## src/rtl/remap_cache_dm.sv

```systemverilog
// remap_cache_dm: direct-mapped read-only cache with optional XOR set-index
// remapping. One request is handled at a time; misses issue a single
// outstanding miss request and wait for the matching fill.
//
// Ports:
//   i_clk, i_rst                  clock, synchronous active-high reset
//   ra_rdy/ra_ack, i_ra_addr      request address handshake
//   rd_rdy/rd_ack, o_rd_data,     response handshake, data and hit flag
//   o_rd_hit
//   mr_rdy/mr_ack, o_mr_addr      miss request handshake
//   mf_rdy/mf_ack, i_mf_data      fill handshake
//   i_flush                       invalidate all lines (honoured in IDLE)
//   o_hit_cnt, o_miss_cnt         saturating hit/miss counters, present only
//                                 when REMAP_CACHE_STAT_EN is defined
module remap_cache_dm #(
   parameter int unsigned AW   = 16,
   parameter int unsigned DW   = 32,
   parameter int unsigned IDXW = 4,
   parameter int unsigned HASH = 1
) (
   input  logic          i_clk,
   input  logic          i_rst,
   input  logic          ra_rdy,
   output logic          ra_ack,
   input  logic [AW-1:0] i_ra_addr,
   output logic          rd_rdy,
   input  logic          rd_ack,
   output logic [DW-1:0] o_rd_data,
   output logic          o_rd_hit,
   output logic          mr_rdy,
   input  logic          mr_ack,
   output logic [AW-1:0] o_mr_addr,
   input  logic          mf_rdy,
   output logic          mf_ack,
   input  logic [DW-1:0] i_mf_data,
   input  logic          i_flush
`ifdef REMAP_CACHE_STAT_EN
   ,
   output logic [31:0]   o_hit_cnt,
   output logic [31:0]   o_miss_cnt
`endif
);

   localparam int unsigned NLINES = 1 << IDXW;
   localparam int unsigned TW     = AW - IDXW;

   typedef enum logic [2:0] {IDLE, CHECK, MREQ, MWAIT, OUT} state_t;

   state_t               state_q, state_d;
   logic [AW-1:0]        addr_q;
   logic [DW-1:0]        data_q;
   logic                 hit_q;
   logic [NLINES-1:0]    valid_q;
   logic [TW-1:0]        tag_mem  [NLINES];
   logic [DW-1:0]        data_mem [NLINES];

   logic [IDXW-1:0]      idx;
   logic [TW-1:0]        tag_in;
   logic                 hit_c;
   logic                 fill_fire;

   // Set index from the latched address; the tag keeps all bits above the
   // low index field so the XOR mapping stays invertible.
   always_comb begin
      idx = addr_q[IDXW-1:0];
      if (HASH != 0) idx = addr_q[IDXW-1:0] ^ addr_q[2*IDXW-1:IDXW];
   end

   assign tag_in    = addr_q[AW-1:IDXW];
   assign hit_c     = valid_q[idx] && (tag_mem[idx] == tag_in);
   assign fill_fire = (state_q == MWAIT) && mf_rdy;

   assign rd_rdy    = (state_q == OUT);
   assign mr_rdy    = (state_q == MREQ);
   assign o_mr_addr = addr_q;
   assign o_rd_data = data_q;
   assign o_rd_hit  = hit_q;

   // Next-state and combinational handshake acks
   always_comb begin
      state_d = state_q;
      ra_ack  = 1'b0;
      mf_ack  = 1'b0;
      case (state_q)
         IDLE: begin
            ra_ack = ra_rdy && !i_flush;
            if (ra_rdy && !i_flush) state_d = CHECK;
         end
         CHECK:   state_d = hit_c ? OUT : MREQ;
         MREQ:    if (mr_ack) state_d = MWAIT;
         MWAIT: begin
            mf_ack = mf_rdy;
            if (mf_rdy) state_d = OUT;
         end
         OUT:     if (rd_ack) state_d = IDLE;
         default: state_d = IDLE;
      endcase
   end

   // State, valid bits and response registers
   always_ff @(posedge i_clk) begin
      if (i_rst) begin
         state_q <= IDLE;
         valid_q <= '0;
         addr_q  <= '0;
         data_q  <= '0;
         hit_q   <= 1'b0;
      end else begin
         state_q <= state_d;
         if ((state_q == IDLE) && i_flush) valid_q <= '0;
         if (ra_ack) addr_q <= i_ra_addr;
         if ((state_q == CHECK) && hit_c) begin
            data_q <= data_mem[idx];
            hit_q  <= 1'b1;
         end
         if (fill_fire) begin
            valid_q[idx] <= 1'b1;
            data_q       <= i_mf_data;
            hit_q        <= 1'b0;
         end
      end
   end

   // Tag/data storage; a fill coinciding with reset is dropped
   always_ff @(posedge i_clk) begin
      if (!i_rst && fill_fire) begin
         tag_mem[idx]  <= tag_in;
         data_mem[idx] <= i_mf_data;
      end
   end

`ifdef REMAP_CACHE_STAT_EN
   // Saturating hit/miss counters, cleared by reset or a flush in IDLE
   always_ff @(posedge i_clk) begin
      if (i_rst || ((state_q == IDLE) && i_flush)) begin
         o_hit_cnt  <= '0;
         o_miss_cnt <= '0;
      end else if (state_q == CHECK) begin
         if (hit_c && (o_hit_cnt != 32'hFFFF_FFFF))
            o_hit_cnt <= o_hit_cnt + 32'd1;
         if (!hit_c && (o_miss_cnt != 32'hFFFF_FFFF))
            o_miss_cnt <= o_miss_cnt + 32'd1;
      end
   end
`endif

endmodule
```

## config.mk

```make
export PLATFORM = sky130hd
export DESIGN_NAME = remap_cache_dm
export DESIGN_NICKNAME = d
export VERILOG_FILES = /design/src/rtl/remap_cache_dm.sv
export SDC_FILE = /design/constraint.sdc
export NUM_CORES = 1
export LEC_CHECK = 0
export BUFFER_PORTS_ARGS = -buffer_cell sky130_fd_sc_hd__buf_2
export CAP_MARGIN = 20
export CORE_MARGIN = 3
export CORE_UTILIZATION = 55
export CTS_CLUSTER_SIZE = 28
export DETAILED_ROUTE_END_ITERATION = 7
export HOLD_SLACK_MARGIN = 0.05
export PLACE_DENSITY_LB_ADDON = 0.1
export SYNTH_ARGS = -nofsm -noshare
export SYNTH_HDL_FRONTEND = slang
export SYNTH_SLANG_ARGS = --single-unit
```

## constraint.sdc

```tcl
create_clock -name i_clk -period 5.4 [get_ports i_clk]
set_clock_uncertainty 0.2 [all_clocks]
set_input_delay 0.81 -clock i_clk [delete_from_list [all_inputs] [get_ports i_clk]]
set_output_delay 0.81 -clock i_clk [all_outputs]
set_load 0.01 [all_outputs]
```

; Yosys cells after proc, flatten, opt, wreduce, memory -nomap -nowiden
; Memories as Yosys holds them, arrays and structs flattened. A register that Yosys moved wholly into a read port is not among the register bits.
; Index checks and enable logic that the tools add are counted.
[op_classes]
mux = 17
n_lt_le_gt_ge = 2
n_eq_ne = 9
n_bitwise = 2
reduce_logical = 13
[ops]
columns = cell, count
row1 = $mux W16, 3
row2 = $or A16 B16 Y16, 1
row3 = $mux W3, 5
row4 = $pmux W3 S5, 1
row5 = $eq A12 B12 Y1, 1
row6 = $logic_and A1 B1 Y1, 7
row7 = $eq A3 B2 Y1 const B, 2
row8 = $mux W1, 6
row9 = $lt A4 B5 Y1 const B, 1
row10 = $bmux W1 S4, 1
row11 = $demux W1 S4, 1
row12 = $ge A4 B1 Y1 const B, 1
row13 = $ne A2 B1 Y1 const B, 2
row14 = $ne A2 B2 Y1 const B, 2
row15 = $reduce_and A4 Y1, 1
row16 = $xor A4 B4 Y4, 1
row17 = $eq A3 B1 Y1 const B, 1
row18 = $eq A3 B3 Y1 const B, 1
row19 = $logic_not A3 Y1, 1
row20 = $logic_not A1 Y1, 2
row21 = $reduce_bool A2 Y1, 1
row22 = $reduce_or A2 Y1, 1
[word_totals]
mem_bits_rw = 704
mem_count = 2
wordCells = 49
out_inout_bits = 53
regBits = 36
[mem_list]
columns = name, depth, word_bits, rd, rd_ports_with_merged_regs, wr, line_no
row1 = data_mem, 16, 32, 1, 1, 1, 55  ; logic [DW-1:0] data_mem [NLINES];
row2 = tag_mem, 16, 12, 1, 0, 1, 54  ; logic [TW-1:0] tag_mem [NLINES];

; Depth between registers and ports, before layout
[logic_depth]
ltp_word = 7
depth_mapped = 15
depth_no_buf = 8

; Worst setup path before layout
; OpenSTA, ideal clock, no wires.
[synth_timing]
path_kind = register -> register
startpoint = register addr_q[5], in the netlist o_mr_addr[5]
endpoint = memory data_mem[12][0], enable pin
setup_time_ns = 0.502
arrival_ns = 5.273
setup_slack_ns = -0.575
n_path_buf = 7
stages_incl_launch_ff = 10
period_less_slack_ns = 5.975
cell_sequence = dfxtp_1 xor2_1 buf_2 buf_2 buf_2 buf_2 buf_2 clkbuf_1 clkbuf_1 nor3_1
[synth_between]
elab_chain_cells = 1
[synth_lines]
columns = item, line_no
row1 = start: declaration, 50  ; logic [AW-1:0] addr_q;
row2 = start signal: assignment, 111  ; if (ra_ack) addr_q <= i_ra_addr;
row3 = $xor A4 B4 Y4, 66  ; if (HASH != 0) idx = addr_q[IDXW-1:0] ^ addr_q[2*IDXW-1:IDXW];
row4 = end: declaration, 55
; No other way between the ends.

; Final worst setup path
[layout_timing]
startpoint = register addr_q[1], in the netlist o_mr_addr[1]
endpoint = register data_q[0], in the netlist o_rd_data[0] (read register of data_mem)
[layout_between]
elab_chain_cells = 6
[layout_lines]
columns = item, line_no
row1 = $xor A4 B4 Y4 (*), 66
row2 = $mem_v2 Z16 W12 or $bmux W1 S4 (tied branches), --
row3 = $eq A12 B12 Y1 or $mux W1 (tied branches), 70  ; assign hit_c = valid_q[idx] && (tag_mem[idx] == tag_in);
row4 = $logic_and A1 B1 Y1, 70
row5 = $logic_and A1 B1 Y1, 112  ; if ((state_q == CHECK) && hit_c) begin
row6 = $reduce_bool A2 Y1 (no line), --
row7 = end: declaration, 51  ; logic [DW-1:0] data_q;
; Every way passes the cells marked *; elsewhere a longest branch is shown, timed or not. The select of a mux whose other input is x is not followed.
; A chain may end at the register's enable or synchronous reset.

==> results.md <==
- The flow ran to the end, and the final reports show no timing, DRC or antenna violations.
- The total die area is 57500 µm².
- The synthesized area divided by synthesized cell count is around 20 µm².
- The iteration count of the initial detailed-routing pass is 6.
- The worst path uses 91.0% of the clock period.
- Leaving out fill and tap cells, the most frequent cell in the layout is edfxtp_1.
- Together, buffers and inverters on the worst path number 2.
- Yosys printed 0 warnings.
- The worst hold path passes through 3 cells.
- The clock period minus worst slack is 4.91 ns.
- After clock tree synthesis, the repair step resized 0 gates.
- Compared with the post-synthesis result, the final layout area differs by 15.1%.
- The detailed router finished its first iteration with between 1500 and 2000 violations.
- The share of synthesized cell area in full adder, half adder and majority cells is 0%.
- Once the floorplan was initialized, standard cells occupied 55.7% of the core.
- The class of the tightest hold or removal check is in -> reg.
- The worst reg2reg path depth is 10.
- The share of synthesized flip-flops with an asynchronous set or reset is 0%.
- Detailed placement ended at an HPWL of 38400 µm.
- The largest fanout of any net on the critical path is 29.
- The initial antenna violation count is 2.
- The synthesized netlist devotes 0.466% of its cell area to XOR and XNOR gates.
- The number of H-tree levels is 3.
- The cell with the biggest individual delay on the critical path is xor2_4.
- The number of ports placed on the die boundary is 108.
- The flip-flop and latch count after synthesis is about 770.
- TritonCTS built the clock tree.
- The setup check on the worst reg-to-reg path leaves a slack of 0.49 ns.
- Buffers added to address setup during post-CTS repair amount to 0.
- The critical path in this run is classified as reg -> reg.
- The endpoint class of the critical path is a register.
- Power comes to 13.2 mW.
- Summing the areas of all compound-gate instances in the mapped netlist gives 4.24% of the synthesized area.
- Counting the buffers created by CTS gives 79.
- The path with the worst hold slack has its endpoint at o_mr_addr[9]$_SDFFE_PP0P_.
- The finished layout cell area is 34600 µm².
- For this run, the slowest stage of the critical path takes 0.91 ns.
- The standard-cell row count is 85.
- In this run the critical register-to-register path is launched from o_mr_addr[1]$_SDFFE_PP0P_.
- The routed wire length is 72300 µm.
- The library cells used most frequently in the layout, excluding fill and tap cells, are edfxtp_1 (704), mux4_2 (204), buf_2 (107).
- The worst pin sits at a relative slew slack of roughly a quarter.
- Setup repair after global routing left no endpoint under its margin.
- By area, the combinational part of the netlist is dominated by multiplexers.
- The post-synthesis cell area is 30000 µm².
- The total area inside the core boundary comes to roughly 54000 µm².
- The sequential cells in the finished layout cover a total of roughly 23000 µm².
- The congestion estimate from routability-driven global placement came to 0.805.
- The number of max-capacitance violations reported is 0.
- The number of DRC violations after detailed routing is 0.
- In the final layout, the multi-input gates occupy 7280 µm².
- The count of antenna diodes in the layout is 0.
- The layout has 3629 filler cells.
- The number of routed nets with antenna violations is 0.
- The max-slew violation count is 0.
- The worst register-to-register path ends at o_rd_data[0]$_SDFFE_PP0P_.
- At the end of the flow, the number of nets in the layout was between 1500 and 2000.
- Based on the critical path, the design can be clocked at up to 203 MHz.
- The dominant synthesized flop cell is edfxtp_1.
- Setup violations remaining at the end of the flow were counted as 0.
- The number of sinks driven by the clock tree is just under 800.
- The library cell appearing most often on the critical path is buf_4.
- The maximum clock path buffer count is 3.
- Data on the critical path is required at its endpoint by 5.66 ns.
- The vias per cell is 6.49.
- The kind of cell adding the most delay to the critical path is simple AND/OR/NAND/NOR gates.
- The wire length of the first global-routing pass is 107000 µm.
- Port buffering added 107 buffers.
- Clock latency on the worst-skew pair, taken at its later pin, is 0.62 ns.
- The area of placed instances is 31900 µm².
- The pin slew with the least headroom to its limit is between 1 and 1.5 ns.
- The fraction of the mapped netlist area in simple logic gates is 2.94%.
- The number of hold violations in the final report is 0.
- Dividing total power by cell area gives a power density of 382 nW/µm².
- After synthesis, the share of cell area in mux cells is ~16%.
- In this run, synthesis inferred 704 flip-flops with an integrated enable.
- Dividing the detail-routed wire length by the instance count gives about 30 µm.
- The synthesized netlist contains 51 unique library cells.
- The beginning of the worst hold path is i_ra_addr[9].
- In the final layout, the share of cells above drive strength 1 is 31.2%.
- In this run the static leakage power is 11.4 nW.
- For this run the aggregate overflow at the end of global routing stands at 0.
- The clock transition at the registers of the reported paths is 0.06 ns.
- Summing over every cut layer, the via total after detailed routing is 15600.
- Traced cell by cell, the critical path runs through xor2_4 > buf_4 > mux4_2 > or2_2 > a41oi_1 > nand4_1 > or4b_2 > buf_4 > o31ai_1 > a211oi_1.
- The number of nets handed over by synthesis was 1535.
- Summing the sequential cell areas from Yosys gives 74.9% of the chip area.
- The die is approximately 240 µm tall.
- The worst setup path is launched from a register.
- Entering global routing, the biggest net connects 57 pins.
- Summed over all failing endpoints, the final setup total negative slack is 0 ns.
- Synthesis produced a netlist whose cell count is approximately 1500.
- VDD sags by at most between 0.2 and 0.25 mV.
- Including well taps, the total number of placed cells is 2255.
- The floorplan die width is 240 µm.
- The data arrival time of the critical path is 5.17 ns.
- The via count of the first global-routing pass was 15900.
- The cell sitting at the root of the clock tree is a clkbuf_16.
- For this run, the total global-route usage over all layers was measured as 26.0%.
- The hold-fix buffer count after cts is 0.
- The count of non-filler cells in the finished layout is 2403.
-- layout make-up --
type,instances,share of cell area [%]
clock buffers,112,6.73
clock inverters,36,1.17
well taps,696,2.52
flip-flops and latches,772,65.0
repair buffers,178,3.45
multi-input cells,605,21.0
inverters,4,0.0434
-- per-stage QoR --
stage	hold slack (ns)	utilization [%]	worst slack, ns
finish	0.234	64.2	0.486
global route	0.225	64.2	0.230
CTS	0.202	64.2	0.502
detailed placement	0.237	59.1	0.510
global placement	0.227	59.1	0.623
floorplan	0.221	-	-0.575
-- worst max-delay path by stage --
| stage | from | end | slack [ns] | depth (start not counted) |
|---|---|---|---|---|
| detailed placement | o_mr_addr[1]$_SDFFE_PP0P_ | o_rd_data[2]$_SDFFE_PP0P_ | 0.51 | 10 |
| floorplan | o_mr_addr[5]$_SDFFE_PP0P_ | data_mem[12][0]$_DFFE_PP_ | -0.58 | 9 |
| global route | o_mr_addr[1]$_SDFFE_PP0P_ | o_rd_data[10]$_SDFFE_PP0P_ | 0.23 | 10 |
| finish | o_mr_addr[1]$_SDFFE_PP0P_ | o_rd_data[0]$_SDFFE_PP0P_ | 0.49 | 10 |
| CTS | o_mr_addr[1]$_SDFFE_PP0P_ | o_rd_data[0]$_SDFFE_PP0P_ | 0.50 | 10 |
| global placement | o_mr_addr[1]$_SDFFE_PP0P_ | o_rd_data[2]$_SDFFE_PP0P_ | 0.62 | 10 |
-- routing by layer --
metal / routed length (µm) / GRT usage, %
met1: 30100 / 37.5
met2: 35000 / 41.3
met3: 5440 / 4.56
met4: 1780 / 7.95
met5: 9 / 0
-- power breakdown --
group          switching [mW]  leakage [nW]  internal [mW]
Combinational           0.595          2.97          0.404
Clock                    2.22          1.35           3.44
Sequential             0.0242          7.06           6.52
-- synth_stat cells (all sizes together), types with 8 or more instances --
cell type	number	share of area, %
a41oi	33	0.96
nor2	88	1.1
mux2i	8	0.27
mux4	208	16
a211oi	33	0.84
nor3	8	0.13
edfxtp	704	70
a21oi	23	0.38
clkbuf	57	0.72
xnor2	11	0.32
o31ai	32	0.80
buf	42	0.80
a21o	16	0.40
nand2	78	0.97
dfxtp	68	4.5
-- logic make-up after synthesis --
logic type                Yosys count
AOI/OAI and AO/OA                 168
xor gates and xnor gates           16
buffers and inverters             103
DFF                               772
muxes                             216
and+or+nand+nor                   205
-- flip-flops by register name, summed over array words and instances (netlist names) --
name / flops
state_q: 3
o_rd_data: 32
tag_mem: 192
o_rd_hit: 1
data_mem: 512
o_mr_addr: 16
valid_q: 16
-- tightest hold or removal path, cell delays in order --
cell,delay (ns)
buf_2,0.09
nand2_1,0.04
a21oi_1,0.05
(Power assumes the default switching activity.)
